===== config.mk =====
export PLATFORM = sky130hd
export DESIGN_NAME = issue_queue_enq_arb
export DESIGN_NICKNAME = d
export VERILOG_FILES = /design/src/rtl/issue_queue_pkg.sv /design/src/rtl/issue_queue_enq_arb_rr_pick.sv /design/src/rtl/issue_queue_enq_arb.sv
export SDC_FILE = /design/constraint.sdc
export NUM_CORES = 1
export LEC_CHECK = 0
export CAP_MARGIN = 20
export CORE_MARGIN = 2
export CORE_UTILIZATION = 40
export CTS_CLUSTER_SIZE = 24
export DETAILED_ROUTE_END_ITERATION = 8
export PLACE_DENSITY = 0.8
export SKIP_LAST_GASP = 1
export SLEW_MARGIN = 0
export SYNTH_ARGS = -nofsm -noshare
export SYNTH_HDL_FRONTEND = slang
export SYNTH_SLANG_ARGS = --single-unit

===== constraint.sdc =====
create_clock -name sys_clk -period 2.65 [get_ports sys_clk]
set_input_delay 0.6625 -clock sys_clk [delete_from_list [all_inputs] [get_ports sys_clk]]
set_output_delay 0.6625 -clock sys_clk [all_outputs]
set_load 0.1 [all_outputs]

===== src/rtl/issue_queue_pkg.sv =====
// Shared constants and types for the issue queue and its enqueue arbiter.
// No logic; compile-time definitions only.
// Not applicable (no handshakes).
package issue_queue_pkg;

    // Payload width and capacity shared with issue_queue_2picker.
    localparam int IQ_DATA_W = 8;
    localparam int IQ_DEPTH  = 4;

    // Default number of enqueue requesters and the matching id width.
    localparam int IQ_NREQ   = 3;
    localparam int IQ_ID_W   = $clog2(IQ_NREQ);

    typedef logic [IQ_ID_W-1:0] req_id_t;

endpackage


===== src/rtl/issue_queue_enq_arb_rr_pick.sv =====
// Round-robin selector: first asserted request at or after ptr_i, wrapping modulo NREQ.
// Purely combinational, zero latency.
// No backpressure; the caller gates the grant with its own ready.
module rr_pick
    import issue_queue_pkg::*;
#(
    parameter int NREQ = 3,
    parameter int ID_W = $clog2(NREQ)
) (
    input  logic [NREQ-1:0] req_i,
    input  logic [ID_W-1:0] ptr_i,
    output logic [NREQ-1:0] gnt_o,
    output logic [ID_W-1:0] gnt_id_o,
    output logic            any_o
);

    logic [2*NREQ-1:0] dbl;
    logic [NREQ-1:0]   rot;
    int                sum;

    // Rotate requests so bit k is requester (ptr+k) mod NREQ, then take the lowest set bit.
    always_comb begin
        dbl      = {req_i, req_i};
        rot      = NREQ'(dbl >> ptr_i);
        any_o    = 1'b0;
        gnt_id_o = '0;
        sum      = 0;
        for (int k = 0; k < NREQ; k++) begin
            if (!any_o && rot[k]) begin
                any_o = 1'b1;
                sum   = int'(ptr_i) + k;
                if (sum >= NREQ) begin
                    sum = sum - NREQ;
                end
                gnt_id_o = ID_W'(sum);
            end
        end
        gnt_o = any_o ? (NREQ'(1) << gnt_id_o) : '0;
    end

endmodule


===== src/rtl/issue_queue_enq_arb.sv =====
// Round-robin enqueue arbiter with a one-entry output stage and queue occupancy tracking.
// Latency: requester accept to q_in_valid is 1 cycle; sustains 1 entry/cycle.
// Backpressure: q_in_ready low with a full stage drops every req_ready; stage refills on drain.
module issue_queue_enq_arb
    import issue_queue_pkg::*;
#(
    parameter int NREQ   = 3,
    parameter int DATA_W = IQ_DATA_W,
    parameter int DEPTH  = IQ_DEPTH,
    parameter int OCC_W  = $clog2(DEPTH+1),
    parameter int ID_W   = $clog2(NREQ)
) (
    input  logic                   sys_clk,
    input  logic                   sys_rst,
    input  logic [NREQ-1:0]        req_valid,
    input  logic [NREQ*DATA_W-1:0] req_data,
    output logic [NREQ-1:0]        req_ready,
    output logic                   q_in_valid,
    output logic [DATA_W-1:0]      q_in_data,
    input  logic                   q_in_ready,
    input  logic                   q_pop0,
    input  logic                   q_pop1,
    output logic [ID_W-1:0]        stage_id,
    output logic [OCC_W-1:0]       occupancy,
    output logic                   acct_err
);

    // Two guard bits so enqueue/pop arithmetic never wraps before the bound checks.
    localparam int CW = OCC_W + 2;

    logic              stage_valid_q, stage_valid_d;
    logic [DATA_W-1:0] stage_data_q,  stage_data_d;
    logic [ID_W-1:0]   stage_id_q,    stage_id_d;
    logic [ID_W-1:0]   rr_ptr_q,      rr_ptr_d;
    logic [OCC_W-1:0]  occ_q,         occ_d;
    logic              acct_err_q,    acct_err_d;

    logic [NREQ-1:0]   gnt;
    logic [ID_W-1:0]   gnt_id;
    logic              any_req;
    logic              enq_fire;
    logic              stage_free;
    logic              acc;
    logic [CW-1:0]     avail;
    logic [CW-1:0]     pops;
    logic [CW-1:0]     net;

    rr_pick #(
        .NREQ (NREQ),
        .ID_W (ID_W)
    ) u_pick (
        .req_i    (req_valid),
        .ptr_i    (rr_ptr_q),
        .gnt_o    (gnt),
        .gnt_id_o (gnt_id),
        .any_o    (any_req)
    );

    // The stage counts as free when it is empty or draining this cycle (bypass refill).
    assign enq_fire   = stage_valid_q && q_in_ready;
    assign stage_free = !stage_valid_q || q_in_ready;
    assign req_ready  = (stage_free && !sys_rst) ? gnt : '0;
    assign acc        = any_req && stage_free && !sys_rst;

    // Stage load on accept, clear on drain without refill; pointer moves past the winner.
    always_comb begin
        stage_valid_d = stage_valid_q;
        stage_data_d  = stage_data_q;
        stage_id_d    = stage_id_q;
        rr_ptr_d      = rr_ptr_q;
        if (acc) begin
            stage_valid_d = 1'b1;
            stage_data_d  = req_data[int'(gnt_id)*DATA_W +: DATA_W];
            stage_id_d    = gnt_id;
            rr_ptr_d      = (int'(gnt_id) == NREQ-1) ? '0 : gnt_id + ID_W'(1);
        end else if (enq_fire) begin
            stage_valid_d = 1'b0;
        end
    end

    // Occupancy update with saturation; out-of-range results latch the sticky error.
    // A lone q_pop1 is ignored because the second output only pops alongside the first.
    always_comb begin
        avail      = CW'(occ_q) + CW'(enq_fire);
        pops       = CW'(q_pop0) + CW'(q_pop0 && q_pop1);
        net        = '0;
        occ_d      = occ_q;
        acct_err_d = acct_err_q;
        if (pops > avail) begin
            occ_d      = '0;
            acct_err_d = 1'b1;
        end else begin
            net = avail - pops;
            if (net > CW'(DEPTH)) begin
                occ_d      = OCC_W'(DEPTH);
                acct_err_d = 1'b1;
            end else begin
                occ_d = net[OCC_W-1:0];
            end
        end
    end

    // State registers; reset discards any staged entry.
    always_ff @(posedge sys_clk) begin
        if (sys_rst) begin
            stage_valid_q <= 1'b0;
            stage_data_q  <= '0;
            stage_id_q    <= '0;
            rr_ptr_q      <= '0;
            occ_q         <= '0;
            acct_err_q    <= 1'b0;
        end else begin
            stage_valid_q <= stage_valid_d;
            stage_data_q  <= stage_data_d;
            stage_id_q    <= stage_id_d;
            rr_ptr_q      <= rr_ptr_d;
            occ_q         <= occ_d;
            acct_err_q    <= acct_err_d;
        end
    end

    assign q_in_valid = stage_valid_q;
    assign q_in_data  = stage_data_q;
    assign stage_id   = stage_id_q;
    assign occupancy  = occ_q;
    assign acct_err   = acct_err_q;

endmodule


==> results.yml <==
critical_path:
  r2r_start: "rr_ptr_q[1]"
  critPathKind: "in2out"
  crit_chain: "buf_6 > nor4bb_4 > or4_4 > a22o_4 > o211ai_4 > clkinvlp_4 > buf_12"
  crit_family: "simple AND/OR/NAND/NOR gates"
  crit_buf_inv: 3
  critical_path.max_fanout: 8
  startpoint_type: "input port"
  r2r_cells: 9
  r2r_end: "q_in_data[0]"
  cp_data_required_time_ns: 1.99
  critical_path.slowest_cell: "or4_4"
  cp-end-kind: "primary output"
  slowest_delay_ns: 0.55
  reg2reg_slack_ns: 0.43
  worstPathArrival_ns: 2.33
global_routing:
  grt_antenna_before_repair: 0
  grt-ovfl-total: 0
  grt_max_degree: 20
  track_usage_pct: 23.9
  grt_pass1_vias: 1819
  grt_pass1_wl_mm: 8.18
min_path:
  hp-class: "reg2reg"
  min_to: "q_in_data[6]"
  min_path_cells: 2
  hp-start: "q_in_data[6]"
detailed_routing:
  met2_length_mm: 2.82
  wirelength_mm: 5.63
  ant_nets: 0
  drt_iter0_markers: 72
  first_pass_iters: 4
  num_vias: 1912
  wl_per_cell_um: 17.5
  drt-met1-wl_mm: 2.26
  via_per_inst: 5.96
  drc: 0
  topRoutingLayerUsed: "met4"
  wl_met3_um: 407
clocking:
  clk_pin_slew_worst_paths_ns: 0.06
  cts_root_buf: "clkbuf_8"
  clockBufferDepth: 2
  cts_tree: "done"
  cts-buffers-inserted: 3
  cts.sinks: 17
  clk_latency_ns: 0.25
  h-tree-depth: 1
  ctsHoldBuffers: 0
synthesis:
  post-synth-top-count-cell: "dfxtp_1"
  synth_top_area_share_pct: 22.0
  yosys-top-cells-area: "dfxtp_1 22%, a32oi_1 4.5%, o2111ai_1 4.5%"
  syn_area_um2: 1550
  synthArstFlopShare_pct: 0
  syn_area_per_cell_um2: 8.61
  synth_edf_count: 0
  synthCells: 180
  synth_seq_cells: 17
  ys_seq_area_share_pct: 22.0
  synth_common_cells: "17 x dfxtp_1, 14 x nand2_1, 11 x nand2b_1"
  ys_types: 56
  yosysWarnings: 0
  synth_ff_type: "dfxtp_1"
  syn-num-nets: 218
  yosys.area.top_type: "dfxtp_1"
final_layout:
  final_cells: 321
  synthToLayoutAreaGrowth_pct: 70.6
  final_util_pct: 71.6
  antenna_cells: 0
  drive_above_1_share_pct: 40.3
  fin_nets: 312
power_and_ir_drop:
  sw_frac_of_total_pct: 54.6
  pwr-share-seq_pct: 16.9
  p_per_area_nw_per_um2: 951
  p_switching_mw: 1.37
  p_clk_share_pct: 7.6
  p_comb_share_pct: 75.5
  ir_worst_vdd_mv: 1.04
  p_leak_nw: 1.08
  p_int_mw: 1.14
timing:
  rsz0062_at_grt: "yes"
  fin_crit_sh_pct: 113
  setup_violations: 3
  finalClockSkew_ns: 0.00346
  max_freq_mhz: 334
  worst_slack_ns: -0.343
  hold_slack_ns: 0.482
  slew_violations: 0
  hold_violations: 0
  tightest_slew_ns: 0.448
  slew_headroom_pct: 69.7
  finalSetupTns_ns: -0.736
  fin_crit_ns: 2.99
floorplan:
  die-area_um2: 4390
  die_h_um: 66.2
  num_rows: 22
  chipWidth_um: 66.2
  core_um2: 3690
  io_pins: 50
  start_util_pct: 42.0
run_status:
  violations: "negative setup slack"
  run_status: "complete, but fails checks"
placed_design:
  io_buffers: 49
  dpl.hpwl_mm: 3.66
  gp_congestion: 0.822
  placed_cells: 307
  dpl_worst_slack_ns: -0.787
run:
  maxCapViolations: 0
final cells by class:
class                   instances  area [um^2]
clock buffers                   4         45.0
well taps                      48         60.1
repair buffers                104          913
inverters                       8         33.8
multi-input cells             140         1240
flip-flops and latches         17          348
fillers                       283         1050
flip-flops by register name, summed over array words and instances (netlist names):
name	flops
q_in_data	8
occupancy	3
rr_ptr_q	2
stage_id	2
acct_err	1
q_in_valid	1
power groups by stage:
stage / Combinational [mW] / Clock [mW] / Sequential [mW]
3_5_place_dp: 1.71 / 0 / 0.415
3_3_place_gp: 1.69 / 0 / 0.416
2_1_floorplan: 0.666 / 0 / 0.946
5_1_grt: 1.97 / 0.209 / 0.433
4_1_cts: 1.78 / 0.196 / 0.414
6_report: 1.90 / 0.192 / 0.424
worst max-delay path by stage:
stage | cells after the start | to | slack [ns] | start
2_1_floorplan | 7 | req_ready[1] | -0.41 | req_valid[2]
3_3_place_gp | 8 | req_ready[1] | -0.77 | req_valid[1]
3_5_place_dp | 8 | req_ready[1] | -0.79 | req_valid[1]
4_1_cts | 8 | req_ready[1] | -0.42 | req_valid[1]
5_1_grt | 8 | req_ready[1] | -0.37 | rr_ptr_q[0]
6_report | 7 | req_ready[1] | -0.34 | req_valid[2]
timing repair:
action | CTS | global route
pin swaps | 13 | 10
gates resized for setup | 28 | 16
setup endpoints to repair | 8 | 5
hold endpoints to repair | 0 | 0
buffers inserted | 8 | 5
stage by stage:
step,total power [mW],instance area (um^2)
3_3_place_gp,2.11,2400
3_5_place_dp,2.13,2400
5_1_grt,2.62,2640
6_report,2.51,2640
4_1_cts,2.39,2570
2_1_floorplan,1.61,1610
layout by cell type, fill, tap and decap left out, drive strengths merged, types with 2 or more instances in the layout:
cell           Yosys  final
mux2i              3      3
ha                 5      5
a21oi              3      3
o311ai             8      8
o2111ai            8      8
or3                2      2
a21o               2      2
o22ai              3      3
nor2b              4      4
nor2               6      6
inv                8      7
nor3               8      8
o21ai              2      2
nor4bb             2      2
dfxtp             17     17
nand2b            11     11
o211ai             2      2
xor2               2      2
a22o               2      2
nand2             14     14
a32oi              8      8
clkdlybuf4s50      0     27
nor4              10     10
nand4              8      8
buf                9     76
a211oi             2      2
nor4b              2      2
clkbuf             6      4
a2111oi            2      2
routing by layer:
| layer | GRT usage, % | up-vias |
|---|---|---|
| met5 | 0 | - |
| met4 | 6.38 | 0 |
| met3 | 6.13 | 18 |
| met2 | 42.0 | 92 |
| met1 | 28.5 | 894 |
| li1 | - | 908 |
worst reg2reg max path, stage by stage (launching register included):
cell	delay, ns
dfxtp_2	0.34
buf_4	0.16
and4b_1	0.22
buf_4	0.13
buf_4	0.14
o41ai_4	0.32
nor3_2	0.13
buf_4	0.19
o311ai_0	0.35
nand4_1	0.13
cells by family after synthesis:
group                    count (synthesis)  share of synthesized area (%)
flip-flops                              17                           22.0
multiplexers                             3                           1.94
buffers and inverters                   23                           8.16
adder cells (fa/ha/maj)                  7                           5.98
AO/OA/AOI/OAI                           48                           29.1
AND/OR/NAND/NOR                         79                           31.2
XOR/XNOR                                 3                           1.70
Power figures use the tool's default switching activity.
==> RTL edit (config.mk and constraints unchanged) <==
`stage_data_q` no longer has a reset.
--- a/src/rtl/issue_queue_enq_arb.sv
+++ b/src/rtl/issue_queue_enq_arb.sv
@@ -105,5 +105,4 @@
         if (sys_rst) begin
             stage_valid_q <= 1'b0;
-            stage_data_q  <= '0;
             stage_id_q    <= '0;
             rr_ptr_q      <= '0;
@@ -112,5 +111,4 @@
         end else begin
             stage_valid_q <= stage_valid_d;
-            stage_data_q  <= stage_data_d;
             stage_id_q    <= stage_id_d;
             rr_ptr_q      <= rr_ptr_d;
@@ -118,4 +116,8 @@
             acct_err_q    <= acct_err_d;
         end
+    end
+
+    always_ff @(posedge sys_clk) begin
+        stage_data_q <= stage_data_d;
     end
 
Function: differs if sys_rst is asserted again (counterexample within 4 cycles, from zero or initial values and one cycle with sys_rst high); with sys_rst held inactive, the same outputs for 10 cycles.
==> RTL edit against the unedited design <==
  * The run still ends with negative setup slack left
  * Worst setup slack improved by 33 ps
  * Non-clock buffer count fell by 21
  * Critical path type unchanged
  * Routed wire length fell by 30%
  * Via count fell by 26%
  * Global-route usage fell by 2.7 points
  * Sequential cell count did not move
  * Cell area fell by 18%
  * Total power fell by 38%
  * Synthesized area fell by 16%
  * Largest power group unchanged
  * Clock power fell by 31%
  * Die area fell by 15%
  * Register-to-register slack got worse by 60 ps
==> RTL edit: results (changes against the unedited design) <==
Synth
  • Syn_nets: 175 (was 218)
  • Unique cell type count in the Yosys netlist: 48 (was 56)
  • Sequential area share after synthesis: 32.21% (was 21.97%)
  • Synth area leaders: edfxtp_1 18%, dfxtp_1 14%, o221ai_2 9.2%, o2111ai_1 5.4%, ha_1 4.8% (was dfxtp_1 22%, a32oi_1 4.5%, o2111ai_1 4.5%, o311ai_0 4.5%, nand2b_1 4.4%)

Status
  • Status: finished with violations (unchanged)
  • Failing checks: negative setup slack (unchanged)

Pwr
  • Max VDD drop: 0.2282 mV (was 1.039 mV)
  • P_leak: 0.8936 nW (was 1.077 nW)

Timing
  • Slew Limit Headroom: 72.79% (was 69.69%)
  • Clock skew: 3.350 ps (was 3.460 ps)
  • Hold WS: 516.8 ps (was 482.1 ps)
  • # setup viols final: 3 (unchanged)
  • Final worst slack: -310.5 ps (was -343.3 ps)

CTS
  • Clk Tree Root Cell: clkbuf_4 (was clkbuf_8)
  • Clk Latency, worst-skew pair: 280 ps (was 250 ps)
  • Clk slew on worst S/H paths: 90 ps (was 60 ps)

Final layout
  • N_diodes: 0 (unchanged)
  • Fraction of layout cells with a size suffix above 1: 40.65% (was 40.29%)
  • Nets: 253 (was 312)
  • Max FFs per register: 8 (unchanged)
  • Fillcell total: 245 (was 283)

Critical path
  • CP arrival: 2300 ps (was 2330 ps)
  • Worst-path maximum fanout: 3 (was 8)
  • R2r setup slk: 370 ps (was 430 ps)
  • Reg2Reg Capture Point: q_in_data[5] (was q_in_data[0])

Global routing
  • Total track usage: 21.22% (was 23.88%)
  • Number of global-route vias before repair: 1380 (was 1819)
  • First-pass GRT wire length: 5.885 mm (was 8.176 mm)
  • Largest net degree at the start of global routing: 18 (was 20)

Place
  • Placer Congestion: 0.8749 (was 0.8216)
  • HPWL after DPL: 3.078 mm (was 3.662 mm)
  • Pre-CTS WS: -675.3 ps (was -787.3 ps)

Detailed routing
  • Number of vias per cell: 5.484 (was 5.956)

Min path
  • Hold_sp: stage_id[0] (was q_in_data[6])
==> RTL edit: layout make-up <==
class | count | area share [%]
timing repair buffer | 83 | 34.94
tap | 44 | 2.549
sequential | 17 | 19.64
clock inverter | 1 | 0.2317
multi-input combinational | 95 | 38.99
clock buffer | 3 | 1.043
inverter | 15 | 2.607
==> RTL edit: cell families after synthesis <==
logic type	count (synthesis)	share of synthesized area, %
multiplexers	3	2.301
buffers and inverters	25	9.395
AND/OR/NAND/NOR	46	19.37
flip-flops	17	32.21
adder cells (fa/ha/maj)	7	7.095
AO/OA/AOI/OAI	36	27.61
XOR/XNOR	3	2.014
==> RTL edit: power breakdown <==
group / switching (mW) / internal, mW
clock: 0.0770 / 0.0561
combinational: 0.662 / 0.403
sequential: 0.0280 / 0.338
total: 0.767 / 0.797
==> RTL edit: metrics by stage <==
stage | std cells | cell area [um^2]
after floorplan | 137 | 1344
after detailed placement | 247 | 2008
final | 258 | 2160
after global placement | 247 | 2008
after global routing | 258 | 2160
after CTS | 256 | 2111
==> RTL edit: repair_timing <==
item,in CTS,in global routing
setup endpoints to repair,7,6
pin swaps,15,11
setup buffers,6,2
resized for setup,22,9
hold buffers,0,0
==> RTL edit: worst max-delay path: stages <==
cell	delay [ps]
buf_8	100
or4b_4	500
a31o_1	220
and2_4	150
a211o_1	300
a21oi_4	180
buf_12	190
==> RTL edit: routing by layer <==
metal	GRT usage [%]	share of wire (%)
met1	24.58	39
met2	40.27	56
met3	0.4202	3.5
met4	9.627	1.9
met5	0	0
==> RTL edit: how the worst max path moves through the flow <==
stage                      start      endpoint  slack (ps)  cells past startpoint
finish              req_valid[0]  req_ready[0]        -310                      7
global route         rr_ptr_q[1]  req_ready[0]        -370                      9
CTS                 req_valid[0]  req_ready[0]        -360                      7
detailed placement  req_valid[0]  req_ready[0]        -680                      7
global placement    req_valid[2]  req_ready[0]        -630                      7
floorplan           req_valid[0]  req_ready[2]        -630                      8
